$ cat src/rtl/dram_cmd_sched_if.sv
// Command handshake and DRAM strobe bundle between the controller FSM (master)
// and the command-timing/refresh scheduler (slave).
interface dram_cmd_sched_if;
  logic       cmd_req;
  logic [1:0] cmd;
  logic       cmd_ack;
  logic       refresh_flag;
  logic [1:0] dram_cmd;
  logic       dram_cmd_val;
  logic       busy;
  logic       ref_overrun;

  modport master (
    output cmd_req, cmd,
    input  cmd_ack, refresh_flag, dram_cmd, dram_cmd_val, busy, ref_overrun
  );

  modport slave (
    input  cmd_req, cmd,
    output cmd_ack, refresh_flag, dram_cmd, dram_cmd_val, busy, ref_overrun
  );
endinterface

$ cat src/rtl/dram_cmd_sched.sv
// DRAM command latency holder and refresh interval scheduler.
// Define DRAM_REF_POSTPONE_EN to allow up to 8 postponed refreshes (else 1).
module dram_cmd_sched #(
  parameter int unsigned T_ACT        = 3,
  parameter int unsigned T_COL        = 1,
  parameter int unsigned T_REF        = 8,
  parameter int unsigned T_PRE        = 2,
  parameter int unsigned REF_INTERVAL = 780
) (
  input  logic             clk,
  input  logic             rst_b,
  dram_cmd_sched_if.slave  bus
);

  localparam int unsigned LAT_W = 8;
  localparam int unsigned TMR_W = (REF_INTERVAL > 2) ? $clog2(REF_INTERVAL) : 1;
`ifdef DRAM_REF_POSTPONE_EN
  localparam int unsigned PEND_W   = 4;
  localparam int unsigned PEND_MAX = 8;
`else
  localparam int unsigned PEND_W   = 1;
  localparam int unsigned PEND_MAX = 1;
`endif

  localparam logic [1:0] CMD_REF = 2'b10;

  typedef enum logic [1:0] {
    S_IDLE = 2'd0,
    S_BUSY = 2'd1,
    S_ACK  = 2'd2,
    S_HOLD = 2'd3
  } state_e;

  state_e             state_q;
  logic [LAT_W-1:0]   lat_q;
  logic [LAT_W-1:0]   lat_sel;
  logic [1:0]         dram_cmd_q;
  logic               val_q;
  logic               ack_q;
  logic               busy_q;

  logic [TMR_W-1:0]   tmr_q;
  logic               exp_q;
  logic [PEND_W-1:0]  pend_q;
  logic [PEND_W-1:0]  pend_d;
  logic               flag_q;
  logic               ovr_q;
  logic               ovr_set;
  logic               ref_ack;
  logic               tmr_wrap;

  // Latency for the command being offered
  always_comb begin
    lat_sel = LAT_W'(T_ACT);
    unique case (bus.cmd)
      2'b00: lat_sel = LAT_W'(T_ACT);
      2'b01: lat_sel = LAT_W'(T_COL);
      2'b10: lat_sel = LAT_W'(T_REF);
      2'b11: lat_sel = LAT_W'(T_PRE);
    endcase
  end

  // Command acceptance / latency / ack / hold sequencing
  always_ff @(posedge clk) begin
    if (rst_b) begin
      state_q    <= S_IDLE;
      lat_q      <= '0;
      dram_cmd_q <= 2'b00;
      val_q      <= 1'b0;
      ack_q      <= 1'b0;
      busy_q     <= 1'b0;
    end else begin
      val_q <= 1'b0;
      ack_q <= 1'b0;
      unique case (state_q)
        S_IDLE: begin
          if (bus.cmd_req) begin
            dram_cmd_q <= bus.cmd;
            lat_q      <= lat_sel;
            val_q      <= 1'b1;
            busy_q     <= 1'b1;
            if (lat_sel <= LAT_W'(1)) begin
              state_q <= S_ACK;
              ack_q   <= 1'b1;
            end else begin
              state_q <= S_BUSY;
            end
          end
        end
        S_BUSY: begin
          lat_q <= lat_q - LAT_W'(1);
          if (lat_q <= LAT_W'(2)) begin
            state_q <= S_ACK;
            ack_q   <= 1'b1;
          end
        end
        S_ACK: state_q <= S_HOLD;
        S_HOLD: begin
          state_q <= S_IDLE;
          busy_q  <= 1'b0;
        end
      endcase
    end
  end

  assign tmr_wrap = (tmr_q == TMR_W'(REF_INTERVAL - 1));
  assign ref_ack  = (state_q == S_ACK) && (dram_cmd_q == CMD_REF);

  // Pending-refresh bookkeeping; a coincident expiry and refresh ack cancel out
  always_comb begin
    pend_d  = pend_q;
    ovr_set = 1'b0;
    if (exp_q && !ref_ack) begin
      if (pend_q == PEND_W'(PEND_MAX)) ovr_set = 1'b1;
      else                             pend_d  = pend_q + PEND_W'(1);
    end else if (!exp_q && ref_ack && (pend_q != '0)) begin
      pend_d = pend_q - PEND_W'(1);
    end
  end

  always_ff @(posedge clk) begin
    if (rst_b) begin
      tmr_q  <= '0;
      exp_q  <= 1'b0;
      pend_q <= '0;
      flag_q <= 1'b0;
      ovr_q  <= 1'b0;
    end else begin
      tmr_q  <= tmr_wrap ? '0 : tmr_q + TMR_W'(1);
      exp_q  <= tmr_wrap;
      pend_q <= pend_d;
      flag_q <= (pend_d != '0);
      ovr_q  <= ovr_q | ovr_set;
    end
  end

  assign bus.cmd_ack      = ack_q;
  assign bus.dram_cmd     = dram_cmd_q;
  assign bus.dram_cmd_val = val_q;
  assign bus.busy         = busy_q;
  assign bus.refresh_flag = flag_q;
  assign bus.ref_overrun  = ovr_q;

endmodule

$ cat src/flat_wrapper.sv
// flat-port wrapper written by rule: the top's interface ports become plain ports
module dram_cmd_sched_flat 
#(
  parameter int unsigned T_ACT        = 3,
  parameter int unsigned T_COL        = 1,
  parameter int unsigned T_REF        = 8,
  parameter int unsigned T_PRE        = 2,
  parameter int unsigned REF_INTERVAL = 780
)
  (clk, rst_b, bus_cmd_req, bus_cmd, bus_cmd_ack, bus_refresh_flag, bus_dram_cmd, bus_dram_cmd_val, bus_busy, bus_ref_overrun);
  dram_cmd_sched_if bus_i ();
  input  logic clk;
  input  logic rst_b;
  input wire logic [$bits(bus_i.cmd_req)-1:0] bus_cmd_req;
  input wire logic [$bits(bus_i.cmd)-1:0] bus_cmd;
  output wire logic [$bits(bus_i.cmd_ack)-1:0] bus_cmd_ack;
  output wire logic [$bits(bus_i.refresh_flag)-1:0] bus_refresh_flag;
  output wire logic [$bits(bus_i.dram_cmd)-1:0] bus_dram_cmd;
  output wire logic [$bits(bus_i.dram_cmd_val)-1:0] bus_dram_cmd_val;
  output wire logic [$bits(bus_i.busy)-1:0] bus_busy;
  output wire logic [$bits(bus_i.ref_overrun)-1:0] bus_ref_overrun;
  assign bus_i.cmd_req = bus_cmd_req;
  assign bus_i.cmd = bus_cmd;
  assign bus_cmd_ack = bus_i.cmd_ack;
  assign bus_refresh_flag = bus_i.refresh_flag;
  assign bus_dram_cmd = bus_i.dram_cmd;
  assign bus_dram_cmd_val = bus_i.dram_cmd_val;
  assign bus_busy = bus_i.busy;
  assign bus_ref_overrun = bus_i.ref_overrun;
  dram_cmd_sched #(.T_ACT(T_ACT), .T_COL(T_COL), .T_REF(T_REF), .T_PRE(T_PRE), .REF_INTERVAL(REF_INTERVAL)) u_core (.clk(clk), .rst_b(rst_b), .bus(bus_i));
endmodule
$ cat config.mk
export PLATFORM = sky130hd
export DESIGN_NAME = dram_cmd_sched_flat
export DESIGN_NICKNAME = d
export VERILOG_FILES = /design/src/rtl/dram_cmd_sched_if.sv /design/src/rtl/dram_cmd_sched.sv /design/src/flat_wrapper.sv
export SDC_FILE = /design/constraint.sdc
export NUM_CORES = 1
export LEC_CHECK = 0
export ABC_AREA = 1
export CAP_MARGIN = 20
export CORE_AREA = 2 2 59 61
export CTS_BUF_LIST = sky130_fd_sc_hd__clkbuf_16
export DETAILED_ROUTE_END_ITERATION = 16
export DIE_AREA = 0 0 61 63
export PLACE_DENSITY = 0.65
export SYNTH_ARGS = -nofsm -noshare
export SYNTH_HDL_FRONTEND = slang
export SYNTH_SLANG_ARGS = --single-unit
export TNS_END_PERCENT = 1
$ cat constraint.sdc
create_clock -name clk -period 1.3 [get_ports clk]
set_input_delay 0.26 -clock clk [delete_from_list [all_inputs] [get_ports clk]]
set_output_delay 0.26 -clock clk [all_outputs]
set_load 0.05 [all_outputs]
==> qor.yml <==
ys.warnings.count: 0
die_x_um: 61
grt_max_degree: 16
grt_pass1_wl_um: 5250
die_h_um: 63
cpMostUsedCell: "inv_4"
finalHoldViolCount: 0
fin_setup_tns_ns: -0.00548
clockRootBuffer: "clkbuf_16"
rrSetupSlack_ns: -0.003
hpwl_um: 2300
first_global_vias: 1245
avgViaCountPerCell: 4.65
yosysTopAreaCell: "dfxtp_1"
crit_slowest_cell: "dfxtp_2"
syn_to_final_growth_pct: 43.7
ys_seq_area_share_pct: 40.3
layout_common_cells: "nand2_1, nor2_1, dfxtp_1, buf_4, inv_1"
cp.arrival_ns: 1.46
synth_ff_type: "dfxtp_1"
coreArea_mm2: 0.00323
wl_per_cell_um: 11.2
finish.utilization_pct: 61.9
cp-startpoint: "u_core.state_q[0]"
nets: 244
cts_tree: "done"
antenna_found_initial: 0
grtUsageTotal_pct: 18.0
finClkSkew_ns: 0.00526
violations: "negative setup slack"
drv_slew: 0
multi_input_comb_area_um2: 797
drc_errors: 0
htree_levels: 1
cap_viol_max_count: 0
fin_ws_ns: -0.00319
max_stage_delay_ns: 0.36
worstReg2RegStart: "u_core.state_q[0]"
synth_top_area_share_pct: 40.3
antennaDiodeCount: 0
rr_worst_depth: 9
slew_headroom_pct: 78.3
synth_async_sr_flop_share_pct: 0
rows: 21
min-delay-start: "u_core.tmr_q[8]"
regArea_um2: 566
min_period_over_period_pct: 100
postRouteAntennaNets: 0
clock_tree.buffer_depth: 2
wl_um: 3060
crit_buf_inv: 3
p_per_area_mw_per_mm2: 2140
cts_sinks: 28
syn_area_mm2: 0.00139
ir_worst_vdd_uv: 1600
timing.rr.end: "u_core.lat_q[6]"
netlist_top_cells_area: "dfxtp_1, ha_1, nand2_1"
finalSetupViolations: 2
crit_type: "flop to flop"
cts_buffers: 3
avgSynthCellArea_um2: 7.45
rsz0062_at_grt: "yes"
cp_data_required_time_ns: 1.46
synth.distinct_cells: 24
port_buffers: 11
clk_latency_ns: 0.27
whs_path_depth: 2
worstMarginPinSlew_ns: 0.324
grt-ovfl-total: 0
cts_hold_buf: 0
ios: 12
path_cells: "buf_6, ha_4, inv_4, o21ai_4, nand3_4, inv_4, nand3_2, nand2_1, nor2_1"
p_leak_nw: 0.860
worstHoldPathType: "flop to flop"
synth-edff-count: 0
status: "finished, violations left"
vias: 1270
cp_top_family: "flip-flops"
synth_nets: 203
final_common_cell: "nand2_1"
critPathCaptureType: "flop"
min_to: "u_core.tmr_q[8]"
syn_inst: 187
fmax_ghz: 0.767
dieArea_mm2: 0.00384
cp-start-kind: "flop"
drt-pass1-iter-count: 4
routabilityCongestion: 0.881
initial_utilization_pct: 43.1
dr.first_iter.drc_count: 41
layout-drive-gt1-share_pct: 27.8
clk_pin_slew_worst_paths_ns: 0.07
period_needed_ns: 1.30
crit_fanout: 4
ys_ff_latch: 28
fill_cells: 289
total_power_mw: 4.29
## through the flow
step | setup WS, ns | hold WS, ns | instance area (um2) | cells
2_1_floorplan | -0.0324 | 0.329 | 1400 | 187
3_3_place_gp | -0.297 | 0.465 | 1830 | 268
3_5_place_dp | -0.310 | 0.478 | 1830 | 268
4_1_cts | -0.0345 | 0.489 | 1950 | 273
5_1_grt | -0.0901 | 0.526 | 2000 | 273
6_report | -0.00319 | 0.490 | 2000 | 273
## worst max path at each step
stage / to / cells past startpoint
global placement: u_core.state_q[1] / 8
floorplan: u_core.state_q[1] / 8
detailed placement: u_core.state_q[1] / 8
global route: u_core.lat_q[6] / 9
CTS: u_core.lat_q[6] / 9
finish: u_core.lat_q[6] / 9
## state kept, by name, summed over array words and instances (netlist names)
register	count
u_core.exp_q	1
u_core.bus.dram_cmd	2
u_core.lat_q	8
u_core.state_q	2
u_core.bus.busy	1
u_core.bus.dram_cmd_val	1
u_core.bus.cmd_ack	1
u_core.bus.ref_overrun	1
u_core.pend_q	1
u_core.tmr_q	10
## layer usage
metal	GRT usage (%)	up-vias	share of wire (%)
met5	0	-	0
met4	7.88	0	2.0
met3	4.14	5	2.9
met2	29.0	16	49
met1	22.3	572	46
li1	-	677	-
## where the power goes
| group | total [mW] | switching (mW) | internal [mW] |
|---|---|---|---|
| sequential | 1.24 | 0.181 | 1.06 |
| clock | 0.708 | 0.295 | 0.413 |
| combinational | 2.34 | 1.28 | 1.07 |
## cells in the mapped netlist, types with 2 or more instances
library cell	number
o21ai_1	2
nand2_1	32
nand2_2	2
nand3_1	11
a21oi_1	12
ha_1	11
nor2_1	31
dfxtp_1	28
xnor2_1	2
nand3_2	2
o21ai_0	9
nand4_1	3
nor3_1	2
inv_1	25
xor2_1	6
## logic make-up after synthesis
family / after synthesis / synth area share (%)
compound gates: 27 / 11.0
xor+xnor: 8 / 5.03
fa+ha+maj: 11 / 9.88
buf+inv: 28 / 7.64
flops: 28 / 40.3
simple gates: 85 / 26.2
## area by class of cell
type | count | area share (%)
inverter | 28 | 5.63
clock inverter | 1 | 0.188
tap | 46 | 2.88
multi-input combinational | 131 | 39.8
timing repair buffer | 36 | 19.4
clock buffer | 3 | 3.75
sequential | 28 | 28.3
## worst min-delay path, cell delays in order, from the launching register on
cell,delay (ns)
dfxtp_1,0.32
nand2_1,0.07
a21oi_1,0.05
## repair_timing
item,CTS,global route
setup buffers,1,0
resized for setup,11,20
endpoints found under the setup margin,14,24
pin swaps,4,6
Note: power is estimated with default switching activity, not from simulation.
